$ cat src/rtl/env_amp.sv
// Envelope/gain amplifier: multiplies a Q2.14 sample by the ADSR envelope and a gain,
// then clips to [-1.0, +1.0] through a two-stage stall-able pipeline.
module env_amp #(
    parameter int unsigned W    = 16,
    parameter int unsigned FRAC = 14,
    parameter int unsigned SCW  = 16
) (
    input  logic           clk,
    input  logic           reset,
    input  logic           s_valid,
    output logic           s_ready,
    input  logic [W-1:0]   s_data,
    input  logic [W-1:0]   env,
    input  logic [W-1:0]   gain,
    output logic           m_valid,
    input  logic           m_ready,
    output logic [W-1:0]   m_data,
    input  logic           clr_sat,
    output logic [SCW-1:0] sat_cnt
);

    localparam int unsigned P1Width = W + 3;
    localparam int unsigned P2Width = W + 6;
    localparam int unsigned M1Width = 2 * W + 1;
    localparam int unsigned M2Width = P1Width + W + 1;

    localparam logic signed [M1Width-1:0] Round1 = M1Width'(1) << (FRAC - 1);
    localparam logic signed [M2Width-1:0] Round2 = M2Width'(1) << (FRAC - 1);
    localparam logic signed [P2Width-1:0] ClipHi = P2Width'(1) << FRAC;
    localparam logic signed [P2Width-1:0] ClipLo = -ClipHi;

    logic                      v1_q, v2_q;
    logic signed [P1Width-1:0] p1_q;
    logic [W-1:0]              gain_q;
    logic [W-1:0]              m_data_q;
    logic [SCW-1:0]            sat_cnt_q, sat_cnt_d;

    logic                      en, accept;
    logic signed [M1Width-1:0] prod1;
    logic signed [P1Width-1:0] p1_d;
    logic signed [M2Width-1:0] prod2;
    logic signed [P2Width-1:0] p2;
    logic [W-1:0]              clip_d;
    logic                      sat_d, sat_inc;

    always_comb begin
        en     = !v2_q || m_ready;
        accept = s_valid && en;

        // Envelope and gain are unsigned, so widen with a zero MSB before the signed multiply.
        prod1 = $signed(s_data) * $signed({1'b0, env});
        p1_d  = P1Width'((prod1 + Round1) >>> FRAC);

        prod2 = p1_q * $signed({1'b0, gain_q});
        p2    = P2Width'((prod2 + Round2) >>> FRAC);

        sat_d  = 1'b0;
        clip_d = W'(p2);
        if (p2 > ClipHi) begin
            sat_d  = 1'b1;
            clip_d = W'(ClipHi);
        end else if (p2 < ClipLo) begin
            sat_d  = 1'b1;
            clip_d = W'(ClipLo);
        end

        // Count on the stage-2 load of a valid sample, not on the output handshake.
        sat_inc = en && v1_q && sat_d;

        sat_cnt_d = sat_cnt_q;
        if (clr_sat) begin
            sat_cnt_d = sat_inc ? SCW'(1) : '0;
        end else if (sat_inc && (sat_cnt_q != '1)) begin
            sat_cnt_d = sat_cnt_q + SCW'(1);
        end
    end

    always_ff @(posedge clk) begin
        if (!reset) begin
            v1_q      <= 1'b0;
            v2_q      <= 1'b0;
            p1_q      <= '0;
            gain_q    <= '0;
            m_data_q  <= '0;
            sat_cnt_q <= '0;
        end else begin
            if (en) begin
                v1_q     <= accept;
                v2_q     <= v1_q;
                m_data_q <= clip_d;
                if (accept) begin
                    p1_q   <= p1_d;
                    gain_q <= gain;
                end
            end
            sat_cnt_q <= sat_cnt_d;
        end
    end

    assign s_ready = en;
    assign m_valid = v2_q;
    assign m_data  = m_data_q;
    assign sat_cnt = sat_cnt_q;

endmodule

$ cat config.mk
export PLATFORM = sky130hd
export DESIGN_NAME = env_amp
export DESIGN_NICKNAME = d
export VERILOG_FILES = /design/src/rtl/env_amp.sv
export SDC_FILE = /design/constraint.sdc
export NUM_CORES = 2
export LEC_CHECK = 0
export CORE_MARGIN = 3
export CORE_UTILIZATION = 56
export DETAILED_ROUTE_END_ITERATION = 10
export PLACE_DENSITY = 0.85
export SYNTH_ARGS = -nofsm -noshare
export SYNTH_HDL_FRONTEND = slang
export SYNTH_SLANG_ARGS = --single-unit
$ cat constraint.sdc
create_clock -name clk -period 9.2 [get_ports clk]
set_input_delay 1.84 -clock clk [delete_from_list [all_inputs] [get_ports clk]]
set_output_delay 1.84 -clock clk [all_outputs]
set_load 0.01 [all_outputs]
# Yosys cells after proc, flatten, opt, wreduce, memory -nomap -nowiden
# Cells that the tools add are included.
dict set report classes {
  mul 2
  n_mux 7
  add_sub_neg 3
  reduce_logical 8
  eq_ne 1
  n_lt_le_gt_ge 2
}
# operator n
set op_table {}
lappend op_table {{two-way mux 16 bit} 4}
lappend op_table {{adder 36 x 15 -> 36 bit (second input constant)} 1}
lappend op_table {{multiplier 19 x 17 -> 36 bit} 1}
lappend op_table {{adder 33 x 15 -> 33 bit (second input constant)} 1}
lappend op_table {{multiplier 16 x 17 -> 33 bit} 1}
lappend op_table {{greater-than comparator 22 x 16 -> 1 bit (second input constant)} 1}
lappend op_table {{less-than comparator 22 x 15 -> 1 bit (second input constant)} 1}
lappend op_table {{adder 16 x 1 -> 16 bit (second input constant)} 1}
lappend op_table {{!= test 16 bit (second input constant)} 1}
lappend op_table {{logical AND 1 bit} 4}
lappend op_table {{two-way mux 1 bit} 3}
lappend op_table {{AND reduction 2 bit} 1}
lappend op_table {{nonzero test 2 bit} 1}
lappend op_table {{logical NOT 1 bit} 1}
lappend op_table {{logical OR 1 bit} 1}
dict set report totals {
  output_inout_bits 34
  inputBits 53
  elab_cells 29
  regBits 69
}

# Depth between registers and ports, before layout
dict set report depth {
  word_depth 9
  mapped_depth 30
  depth_no_buf 26
}

# Worst setup path after synthesis
# Ideal clock, no wire load.
dict set report synth_path {
  path_type {input port to flip-flop}
  startpoint {input env[10]}
  endpoint {register p1_q[17]}
  path_buffers 1
  t_arrival_ps 7581
  setup_slack_ps 1496
  setup_ps 123
  path_stages 23
  required_time_ps 9077
  path_cell_list {clkbuf_1 > nand2_1 > fa_1 > inv_1 > fa_1 > inv_1 > fa_1 > fa_1 > inv_1 > fa_1 > inv_1 > fa_1 > inv_1 > ha_1 > nand4_1 > o211ai_1 > a21oi_1 > o31a_1 > o221ai_1 > a21oi_1 > o41ai_1 > xnor2_1 > o21ai_0}
}
dict set report synth_via {
  elab_chain_len 2
}
# element line
set synth_lines {}
lappend synth_lines {{from (decl)} 13} ;# input logic [W-1:0] env,
lappend synth_lines {{multiplier 16 x 17 -> 33 bit} 51} ;# prod1 = $signed(s_data) * $signed({1'b0, env});
lappend synth_lines {{adder 33 x 15 -> 33 bit} 52} ;# p1_d = P1Width'((prod1 + Round1) >>> FRAC);
lappend synth_lines {{to (signal assigned)} 92} ;# p1_q <= p1_d;
lappend synth_lines {{to (decl)} 33} ;# logic signed [P1Width-1:0] p1_q;
# Every way passes these cells.
# A chain may end at the register's enable or synchronous reset.

# Worst setup path in the final report
dict set report layout_path {
  startpoint {input s_data[4]}
  endpoint {register p1_q[17]}
}
dict set report layout_via {
  elab_chain_len 2
}
# element line
set layout_lines {}
lappend layout_lines {{from (decl)} 12} ;# input logic [W-1:0] s_data,
lappend layout_lines {{multiplier 16 x 17 -> 33 bit} 51}
lappend layout_lines {{adder 33 x 15 -> 33 bit} 52}
# Every way passes these cells.

==> results.md <==
Clocking:
- The longest clock path from root to sink contains 2 buffers.
- The post-cts gate resize count is 0.
- For the worst-skew pair, the clock arrives at the later sink with an insertion delay of 0.38 ns.
- Clock-pin slew was measured on the worst setup and hold paths at 0.07 ns.
- The number of hold buffers added after CTS was 0.
- The H-tree was split into 3 levels.
- Buffers inserted during clock tree synthesis total 9.
- Counting every sink on the clock net gives 69.
- The post-CTS setup-driven buffer insertion count is 0.
- The buffer type at the clock tree root is sky130_fd_sc_hd__clkbuf_16.
- The CTS tree is done.

Route:
- The first routing iteration left 1,218 violations.
- Once detail routing completed, the nets flagged for antenna violations numbered 0.
- The overall via count from detail_route is 17,300.
- The total wire length after detailed routing is 55,500 um.
- The iteration count of the initial detailed-routing pass is 6.
- For this run, design rule violations remaining after detail routing come to 0.
- Dividing the detail-routed wire length by the instance count gives 17.6 um.
- In the routed layout, each cell is associated on average with a via count of 5.47.

Global route:
- The initial antenna violation count is 0.
- The largest net degree at the start of global routing is 49.
- The wire length of the first global-routing pass is 94,500 um.
- The number of global-route vias before repair is 19,226.
- The residual overflow from global routing is 0.
- The overall global routing resource usage is 26.5%.

Place:
- Prior to clock tree synthesis, the placed netlist has a worst setup slack of 0.479 ns.
- In this run the tool buffered the top-level ports with 86 buffer cells.
- The detailed placement HPWL is 46,800 um.
- At the end of routability-driven placement, the weighted congestion stood at 0.924.

Synth:
- The most common cell in the synthesized netlist is sky130_fd_sc_hd__inv_1.
- Of all flip-flops after synthesis, the portion carrying an async set or reset was 0%.
- For this run, the leading register cell type out of synthesis is sky130_fd_sc_hd__dfxtp_1.
- Of the synthesized area, sequential elements account for 5.98%.
- The combined area of all synthesized cells is 23,100 sq um.
- Synthesis produced a netlist whose cell count is 2,615.
- The synthesized design contains 0 enable-type register cells.
- The flip-flop and latch count after synthesis is 69.
- The area share of the largest cell type after synthesis is 43.4%.
- Counting distinct cell types in the post-synthesis netlist gives 63.
- Ranked by instance count, the synthesized netlist is headed by 659 x sky130_fd_sc_hd__inv_1, 500 x sky130_fd_sc_hd__fa_1, 332 x sky130_fd_sc_hd__nand2_1.
- Sorting the synthesized cells by area gives the leading types as sky130_fd_sc_hd__fa_1 43%, sky130_fd_sc_hd__ha_1 12%, sky130_fd_sc_hd__inv_1 11%, sky130_fd_sc_hd__and2_1 8.5%, sky130_fd_sc_hd__dfxtp_1 6.0%.
- After synthesis, the mean cell area works out to 8.83 sq um.
- Counting every net in the synthesized netlist gives 3,390.
- The dominant cell type by area after synthesis is sky130_fd_sc_hd__fa_1.
- For this run, the number of Yosys warnings is 0.

Timing:
- The worst path uses 91.3% of the clock period.
- The minimum clock period after layout is 8.40 ns.
- The summed negative setup slack over all endpoints is 0 ns.
- The slew at the pin closest to its max-slew limit is 0.915 ns.
- The number of max-slew violations in the final report came to 0.
- The relative max-transition margin is 39.0%.
- On the final layout, the worst clock skew is 0.0146 ns.
- Setup violations remaining at the end of the flow were counted as 0.
- Setup repair after global routing left no endpoint under its margin.
- Setup slack closes at 0.805 ns.
- The final-report hold violation count is 0.
- Based on the critical path, the design can be clocked at up to 119 MHz.

Setup path:
- The cell at the slowest stage of the critical path is sky130_fd_sc_hd__clkdlybuf4s50_1.
- In this run the worst setup path begins at s_data[4].
- The data required time of the critical path is 9.45 ns.
- The worst setup path is captured at a flop.
- The most used cell along the critical path is sky130_fd_sc_hd__fa_1.
- The largest stage delay on the critical path is 0.87 ns.
- Of all nets on the critical path, the largest fanout is 16.
- The reg-to-reg startpoint is gain_q[2]$_SDFFE_PN0P_.
- The kind of start point of the critical path is an input pin.
- The critical path in this run is classified as input pin to flop.
- Walking the worst path, the cells encountered are clkdlybuf4s50_1 -> nand2_1 -> fa_1 -> inv_1 -> fa_1 -> inv_1 -> fa_1 -> fa_1 -> inv_1 -> fa_1 -> inv_1 -> fa_1 -> inv_1 -> ha_1 -> nand4_1 -> o211ai_1 -> a21oi_1 -> o31a_1 -> o221ai_1 -> a21oi_1 -> o41ai_1 -> xnor2_1 -> o21ai_0.
- The data arrival at the endpoint of the critical path is 8.65 ns.

Flow run:
- The number of violations of the max-capacitance limit is 0.

Layout:
- The area growth from synthesis to layout is 6.98%.
- The total inserted antenna cells is 0.
- In the final design database the tool counted 3,407 nets.
- Cells with a size suffix above 1 make up 1.97% of the layout.
- The final core utilization is 61.4%.

Power and ir drop:
- For this design the static power due to leakage is 0.0128 uW.
- The sequential share of power is 9.2%.
- The clock network accounts for 7.1% of the total power.
- Combinational logic is responsible for 83.8% of the overall power.
- The power consumption is 5340 uW.
- The net switching component of the power is 2870 uW.
- The worst voltage drop across the vdd grid is 0.323 mV.
- Of the total power, the share spent switching nets is 53.8%.
- Power spread over the standard cell area amounts to 216 nW/um^2.
- The internal power of the cells totals 2470 uW.

Die:
- The vertical die dimension is 209 um.
- The die covers 43,700 sq um.
- The width of the die is 209 um.
- For this configuration, the core starts out at a cell density of 57.4%.
- The cell row count is 73.
- The count of boundary I/O pins is 87.
- The region available for standard cell placement spans 40,200 sq um.

Worst hold path:
- The beginning of the worst hold path is m_data[9]$_SDFFE_PN0N_.
- The type of the worst min-delay path is flop to flop.

Outcome:
- The flow ran to the end, and the final reports show no timing, DRC or antenna violations.
## power groups by stage
stage	logic, uW	registers (uW)	clock network (uW)
final	4470	489	378
after global routing	5120	495	397
after CTS	4470	483	385
after detailed placement	4430	489	0
after global placement	4220	484	0
after floorplan	3460	387	0
## per-stage QoR
stage	hold slack, ns	instance area, sq um	instances
after floorplan	0.470	23100	2615
after global placement	0.452	24400	3146
after detailed placement	0.456	24400	3146
after CTS	0.478	24700	3162
after global routing	0.496	24700	3162
final	0.472	24700	3162
## final cells by class
cell class,count,area (sq um)
multi-input cells,1778,18800
fillers,3180,15500
inverters,659,2470
flip-flops and latches,69,1380
repair buffers,115,1080
well taps,525,657
clock buffers,9,225
clock inverters,7,76.3
## state kept, by name, indices dropped and copies added (netlist names)
register and flops:
m_valid 1, v1_q 1, p1_q 19, m_data 16, gain_q 16, sat_cnt 16
## critical path, delay by kind of cell
| family | cells | cell delay [ns] |
|---|---|---|
| and+or+nand+nor | 2 | 0.30 |
| AOI/OAI and AO/OA | 7 | 1.88 |
| buffers and inverters | 6 | 1.12 |
| xor gates and xnor gates | 1 | 0.18 |
| adders and majority gates | 7 | 3.31 |
## final timing paths
check	to	slack, ns	depth (start not counted)
worst max-delay path	p1_q[17]$_SDFFE_PN0P_	0.80	23
worst min-delay path	m_data[9]$_SDFFE_PN0N_	0.47	1
worst min register to register	m_data[9]$_SDFFE_PN0N_	0.47	1
worst max register to register	sat_cnt[8]$_SDFFE_PN0P_	1.06	21
## cell families (layout without fill, tap and decap cells)
kind of cell	count (synthesis)	in the layout	share of synthesized area [%]
XOR/XNOR	43	43	1.63
AND/OR/NAND/NOR	801	801	18.0
multiplexers	12	12	0.520
adder cells (fa/ha/maj)	722	722	55.4
flip-flops	69	69	5.98
AO/OA/AOI/OAI	200	200	5.87
buffers and inverters	768	790	12.6
## layout by cell type, fill, tap and decap left out, drive strengths merged, types with 7 or more instances in the layout
master and n:
nor2b 7, clkdlybuf4s50 86, or3 8, a22o 13, a21o 17, buf 29
xnor2 26, a31oi 10, ha 222, and2 314, nor2 20, mux2i 12
a21oi 46, clkbuf 9, nand4 19, nand3 18, inv 664, dfxtp 69
xor2 17, a21boi 19, nor3 14, o21a 8, nand2 332, fa 500
a211oi 7, o211ai 7, and3 10, o21ai 41, nand2b 30
## metal layers
layer | routed length, um | GRT usage [%] | vias up
met5 | 0 | 0 | -
met2 | 26200 | 44.2 | 724
met1 | 23100 | 34.8 | 8645
met3 | 4850 | 6.38 | 125
li1 | - | - | 7806
met4 | 1370 | 7.62 | 0
(Power assumes the default switching activity.)
